[src/rtl/wallace_mul_pipe.sv]
// Pipelined Wallace-tree multiplier, signed/unsigned per beat, tag sideband.
// Global-stall flow control; carry-save pair resolved by a registered final adder.
module wallace_mul_pipe #(
    parameter int WIDTH       = 32,
    parameter int LVL_PER_STG = 2,
    parameter int TAG_W       = 4
) (
    input  logic               clk,
    input  logic               rst,
    input  logic               in_valid,
    output logic               in_ready,
    input  logic [WIDTH-1:0]   in_a,
    input  logic [WIDTH-1:0]   in_b,
    input  logic               in_signed,
    input  logic [TAG_W-1:0]   in_tag,
    output logic               out_valid,
    input  logic               out_ready,
    output logic [2*WIDTH-1:0] out_prod,
    output logic [TAG_W-1:0]   out_tag
);
    localparam int P = 2 * WIDTH;

    function automatic int calc_levels(int w);
        int n;
        n = 0;
        for (int d = 2; d < w; d = d + d / 2) n++;
        return n;
    endfunction

    function automatic int rows_at(int l);
        int n;
        n = WIDTH;
        for (int k = 0; k < l; k++) n = n - n / 3;
        return n;
    endfunction

    localparam int LEVELS = calc_levels(WIDTH);

    logic adv;
    assign adv      = !out_valid || out_ready;
    assign in_ready = adv;

    logic               s0_v;
    logic               s0_sg;
    logic [WIDTH-1:0]   s0_a;
    logic [WIDTH-1:0]   s0_b;
    logic [TAG_W-1:0]   s0_tag;

    always_ff @(posedge clk) begin
        if (rst) begin
            s0_v <= 1'b0;
        end else if (adv) begin
            s0_v   <= in_valid;
            s0_sg  <= in_signed;
            s0_a   <= in_a;
            s0_b   <= in_b;
            s0_tag <= in_tag;
        end
    end

    // Baugh-Wooley: the two correction constants fit in unused bits of rows 0 and WIDTH-1
    logic [WIDTH-1:0][P-1:0] pp;
    logic [WIDTH-1:0]        pp_t;

    always_comb begin
        pp   = '0;
        pp_t = '0;
        for (int i = 0; i < WIDTH; i++) begin
            pp_t = s0_a & {WIDTH{s0_b[i]}};
            if (s0_sg) begin
                if (i < WIDTH - 1) pp_t[WIDTH-1] = ~pp_t[WIDTH-1];
                else pp_t[WIDTH-2:0] = ~pp_t[WIDTH-2:0];
            end
            pp[i] = {{WIDTH{1'b0}}, pp_t} << i;
        end
        if (s0_sg) begin
            pp[0][WIDTH]       = 1'b1;
            pp[WIDTH-1][P-1]   = 1'b1;
        end
    end

    for (genvar l = 0; l < LEVELS; l++) begin : g_lvl
        localparam int  N   = rows_at(l);
        localparam int  NN  = rows_at(l + 1);
        localparam int  G   = N / 3;
        localparam bit  REG = ((l + 1) % LVL_PER_STG == 0) || (l + 1 == LEVELS);

        logic [N-1:0][P-1:0]  cur;
        logic                 cv;
        logic [TAG_W-1:0]     ct;
        logic [NN-1:0][P-1:0] red;
        logic [NN-1:0][P-1:0] nxt;
        logic                 nv;
        logic [TAG_W-1:0]     nt;

        if (l == 0) begin : g_src
            assign cur = pp;
            assign cv  = s0_v;
            assign ct  = s0_tag;
        end else begin : g_src
            assign cur = g_lvl[l-1].nxt;
            assign cv  = g_lvl[l-1].nv;
            assign ct  = g_lvl[l-1].nt;
        end

        always_comb begin
            red = '0;
            for (int g = 0; g < G; g++) begin
                red[2*g]   = cur[3*g] ^ cur[3*g+1] ^ cur[3*g+2];
                red[2*g+1] = ((cur[3*g] & cur[3*g+1]) |
                              (cur[3*g] & cur[3*g+2]) |
                              (cur[3*g+1] & cur[3*g+2])) << 1;
            end
            for (int k = 3 * G; k < N; k++) red[k-G] = cur[k];
        end

        if (REG) begin : g_reg
            always_ff @(posedge clk) begin
                if (rst) begin
                    nv <= 1'b0;
                end else if (adv) begin
                    nv  <= cv;
                    nxt <= red;
                    nt  <= ct;
                end
            end
        end else begin : g_pass
            assign nxt = red;
            assign nv  = cv;
            assign nt  = ct;
        end
    end

    logic [P-1:0]     fin_sum;
    logic             fin_v;
    logic [TAG_W-1:0] fin_t;

    assign fin_sum = g_lvl[LEVELS-1].nxt[0] + g_lvl[LEVELS-1].nxt[1];
    assign fin_v   = g_lvl[LEVELS-1].nv;
    assign fin_t   = g_lvl[LEVELS-1].nt;

    // Data only loads on valid beats so bubbles never disturb the visible product
    always_ff @(posedge clk) begin
        if (rst) begin
            out_valid <= 1'b0;
            out_prod  <= '0;
            out_tag   <= '0;
        end else if (adv) begin
            out_valid <= fin_v;
            if (fin_v) begin
                out_prod <= fin_sum;
                out_tag  <= fin_t;
            end
        end
    end
endmodule

[config.mk]
export PLATFORM = sky130hd
export DESIGN_NAME = wallace_mul_pipe
export DESIGN_NICKNAME = d
export VERILOG_FILES = /design/src/rtl/wallace_mul_pipe.sv
export SDC_FILE = /design/constraint.sdc
export NUM_CORES = 2
export LEC_CHECK = 0
export ABC_CLOCK_PERIOD_IN_PS = 163900
export BUFFER_PORTS_ARGS = -buffer_cell sky130_fd_sc_hd__buf_2
export CAP_MARGIN = 5
export CORE_ASPECT_RATIO = 0.9
export CORE_MARGIN = 5
export CORE_UTILIZATION = 55
export CTS_CLUSTER_DIAMETER = 30
export DETAILED_ROUTE_END_ITERATION = 10
export MAX_ROUTING_LAYER = met4
export PLACE_DENSITY = 0.71
export SLEW_MARGIN = 30
export SYNTH_ARGS = -nofsm -noshare
export SYNTH_HDL_FRONTEND = slang
export SYNTH_SLANG_ARGS = --single-unit
[constraint.sdc]
create_clock -name clk -period 163.9 [get_ports clk]
set_input_delay 0 -clock clk [delete_from_list [all_inputs] [get_ports clk]]
set_output_delay 0 -clock clk [all_outputs]
set_load 0.005 [all_outputs]
Word-level counts from Yosys, hierarchy flattened
Cells that the tools add are included.
W data, S select, Z words.

cells by class
  $add $sub $neg = 1
  mux-type cells = 33
  bitwise logic cells = 275
  reductions and logical operators = 4

operators by type and width
  cell               number
  $and A63 B63 Y63   25
  $or A63 B63 Y63    22
  $and A32 B32 Y32   32
  $mux W32           31
  $xor A64 B64 Y64   12
  $and A62 B63 Y63   2
  $and A61 B62 Y62   2
  $or A62 B62 Y62    2
  $and A59 B60 Y60   2
  $xor A59 B60 Y60   2
  $and A56 B59 Y59   2
  $and A56 B58 Y58   2
  $and A53 B55 Y55   2
  $or A55 B55 Y55    2
  $and A50 B51 Y51   2
  $xor A50 B51 Y51   2
  $and A47 B49 Y49   2
  $and A44 B46 Y46   2
  $or A46 B46 Y46    2
  $and A38 B41 Y41   2
  $and A38 B40 Y40   2
  $and A35 B37 Y37   2
  $or A37 B37 Y37    2
  $and A33 B34 Y34   2
  other kinds (121)  153

storage, ports and cells
  register bits = 1716
  input bits = 73
  output and inout port bits = 70
  word-level logic and storage cells = 357

Longest topological paths before layout
  depth in word-level cells = 9
  mapped depth = 11
  gate-level depth less buffers = 11

Worst setup path before layout
Ideal clock, no wire load.

  path type = in2reg
  start point = in rst
  end point = reg g_lvl[7].nt[0] (netlist: fin_t[0]) (enable)
  setup time = 2.757 ns
  data arrival time = 49.249 ns
  required time = 161.143 ns
  path slack = 111.894 ns
  stages on the path = 4
  buffers on the path = 3
  path through = clkbuf_1 > clkbuf_1 > buf_1 > nor2_1

on the way
  longest elaborated chain between the ends = 2

ends and longest elaborated chain
  element                      line  RTL
  from (decl)                  9     input logic rst,
  $not A1 Y1 (no line)         --
  $reduce_and A2 Y1 (no line)  --
  to (signal assigned)         124   nt <= ct;
  to (decl)                    94    logic [TAG_W-1:0] nt;

Every way passes these cells.
A chain may end at the register's enable or synchronous reset.

Final worst setup path
  start point = reg out_valid
  end point = reg g_lvl[1].nxt[541] (netlist bit) (enable)

on the way
  longest elaborated chain between the ends = 3

ends and longest elaborated chain
  element                      line  RTL
  from (decl)                  16    output logic out_valid,
  from (signal assigned)       149   out_valid <= fin_v;
  $logic_not A1 Y1             40    assign adv = !out_valid || out_ready;
  $logic_or A1 B1 Y1           40
  $reduce_and A2 Y1 (no line)  --
  to (signal assigned)         123   nxt <= red;
  to (decl)                    92    logic [NN-1:0][P-1:0] nxt;

Every way passes these cells.

==> run_results.csv <==
group,metric,value,unit
outcome,status,"complete, no violations",
global_route,grt_overflow_total,0,
clocking,cts_buffer_depth,4,
clocking,cts_sinks,1250,
synth,ys_seq_area_share,51.3,%
clocking,cts_tree,"yes",
pwr,ir_worst_vdd,0.0120,mV
die,rows,125,
sta,slew_violations,0,
synth,synth_edf_count,1176,
synth,syn_avg_cell_area,13.6,sq um
layout,fin_util,65.7,%
sta,rsz0062_at_grt,"false",
clocking,cts_resized,0,
job,drv_cap,0,
die,dieArea,138000,sq um
routing,drc,0,
synth,yosysWarningCount,0,
place,port_buffers,142,
die,dieHeight,353,um
routing,via_per_inst,5.41,
clocking,clkTransAtPathRegs,0.05,ns
pwr,p_leak,36.7,nW
worst_setup_path,arrival,4.73,ns
die,core_area,129000,sq um
routing,ant_nets,0,
clocking,cts_buffers,284,
sta,worst_slew_pin_slew,1.05,ns
clocking,cts_setup_buffers,0,
place,numPlacedInstances,6979,
synth,async_flop_share,0,%
layout,final_cells,7613,
global_route,grt_pass1_wl,264,mm
sta,fin_tns_setup,0,ns
place,hpwl,107,mm
sta,fmax,234,MHz
die,ios,143,
routing,drt_iter0_drc,4128,
sta,setup_viol,0,
worst_setup_path,crit_type,"register to register",
place,pre_cts_ws,159.48,ns
global_route,grt_pass1_vias,45100,
layout,syn2layout_area_growth,18.4,%
synth,netlist.area_leader.share,49.2,%
clocking,htreeDepth,5,
sta,layout_setup_ws,159.63,ns
pwr,power_density,16.7,nW/um^2
routing,routed_wl,168,mm
sta,hold_slack,0.0854,ns
layout,fin_nets,6890,
routing,vias,41200,
place,gp_congestion,0.848,
synth,synth_area,71800,sq um
routing,drt_first_pass_iters,6,
routing,wire_per_inst,22.1,um
synth,synth_seq_cells,1250,
sta,finalHoldViolCount,0,
clocking,cts-root-buf,"clkbuf_16",
sta,clock_skew,0.0582,ns
global_route,grt_util_all_layers,26.0,%
worst_setup_path,rrSetupSlack,159.63,ns
worst_setup_path,endpoint_kind,"register",
global_route,grt_start_max_net_pins,188,
die,initial_core_util,55.5,%
worst_setup_path,path_max_fanout,172,
synth,synth_area_leader_cell,"edfxtp_1",
hold_path,hp-class,"input pin to register",
synth,syn_nets,6485,
clocking,clock_latency,0.87,ns
global_route,antenna_found_initial,7,
synth,synth_area_leaders,"edfxtp_1 (49%), fa_1 (25%), and2_1 (6.1%)",
worst_setup_path,start_kind,"register",
worst_setup_path,crit_required,164.36,ns
layout,layout_common_cells,"edfxtp_1 (1176), inv_1 (985), fa_1 (907)",
synth,yosysUniqueCellTypes,69,
sta,slew_headroom,30.2,%
synth,syn_inst,5292,
sta,min_period,4.27,ns
synth,synthFlopType,"edfxtp_1",
die,chipWidth,391,um
sta,post-route-period-util,2.61,%
layout,layout_commonest_cell,"edfxtp_1",
layout,drive_gt1_share,11.0,%
layer usage:
metal  GRT usage (%)  wire length (um)
met1            36.4             69100
met4            8.11              4880
met2            37.4             74700
met3            7.35             19300
met5               -                 0
logic make-up (layout without fill, tap and decap cells):
logic type	Yosys count	count (layout)	synth area share (%)
xor+xnor	99	99	1.21
flops	1250	1250	51.3
buf+inv	1236	1842	6.50
simple gates	1316	1316	9.63
other cells	0	1	0
mux	4	4	0.0558
fa+ha+maj	1120	1120	29.0
compound gates	267	267	2.33
cell usage after synthesis, types with 3 or more instances:
library cell / n
a22oi_1: 4
buf_1: 6
nand2_1: 483
nand2b_1: 3
buf_2: 13
o21a_1: 10
xnor2_1: 74
o31ai_1: 4
a211oi_1: 6
a21oi_1: 116
nand4_1: 17
nor4_1: 3
and2_1: 695
nor2b_1: 6
xor2_1: 25
dfxtp_1: 74
a31oi_1: 14
ha_1: 213
o211ai_1: 5
a21o_1: 25
o221ai_1: 3
fa_1: 907
clkbuf_1: 227
o21ai_0: 35
nor2_1: 40
inv_1: 985
edfxtp_1: 1176
and3_1: 6
o21ai_1: 8
o21bai_1: 12
nand3_1: 24
mux2i_1: 4
nor4b_1: 3
nor3_1: 20
sequential cells by signal, indices dropped and copies added (netlist names):
name and cells:
fin_t 4, fin_v 1, g_lvl.ct 4, g_lvl.cv 1
g_lvl.nt 12, g_lvl.nv 3, g_lvl.nxt 1091, out_prod 64
out_tag 4, out_valid 1, s0_a 32, s0_b 32
s0_sg 1
final cells by class:
class	count	area, sq um
Fill cell	8792	44400
Sequential cell	1250	36800
Multi-Input combinational cell	2806	30300
Clock buffer	336	7470
Inverter	987	3700
Timing Repair Buffer	368	2850
Tap cell	1714	2140
Clock inverter	151	1660
Antenna cell	1	2.50
worst max-delay path, cell delays in order (launching register included):
cell and delay (ns):
dfxtp_1 0.30, nor2b_1 0.22, nor2_4 0.19, buf_4 0.65, buf_12 0.72, buf_12 0.61
buf_6 0.66
path summary, 6_finish.rpt:
kind,startpoint,to,depth (start not counted)
setup reg to reg,out_valid$_SDFFE_PP0N_,g_lvl[1].nxt[541]$_DFFE_PP_,6
setup / recovery,out_valid$_SDFFE_PP0N_,g_lvl[1].nxt[541]$_DFFE_PP_,6
hold reg to reg,g_lvl[3].nxt[318]$_DFFE_PP_,g_lvl[5].nxt[62]$_DFFE_PP_,0
hold / removal,out_ready,g_lvl[3].nv$_SDFFE_PP0N_,5
power breakdown:
group | internal, W | switching [W] | total [W]
clock network | 0.000371 | 0.000172 | 0.000543
logic | 0.000151 | 0.000236 | 0.000387
registers | 0.000457 | 0.0000277 | 0.000485
repair_timing:
action                                  CTS  global route
endpoints found under the hold margin   126             0
hold buffers                            145             0
endpoints found under the setup margin    0             0
stage by stage:
step	power (W)	cell area, sq um
6_report	0.00141	85000
5_1_grt	0.00150	85000
4_1_cts	0.00142	84900
3_5_place_dp	0.000863	74300
3_3_place_gp	0.000848	74300
2_1_floorplan	0.000739	71800
Power figures use the tool's default switching activity.
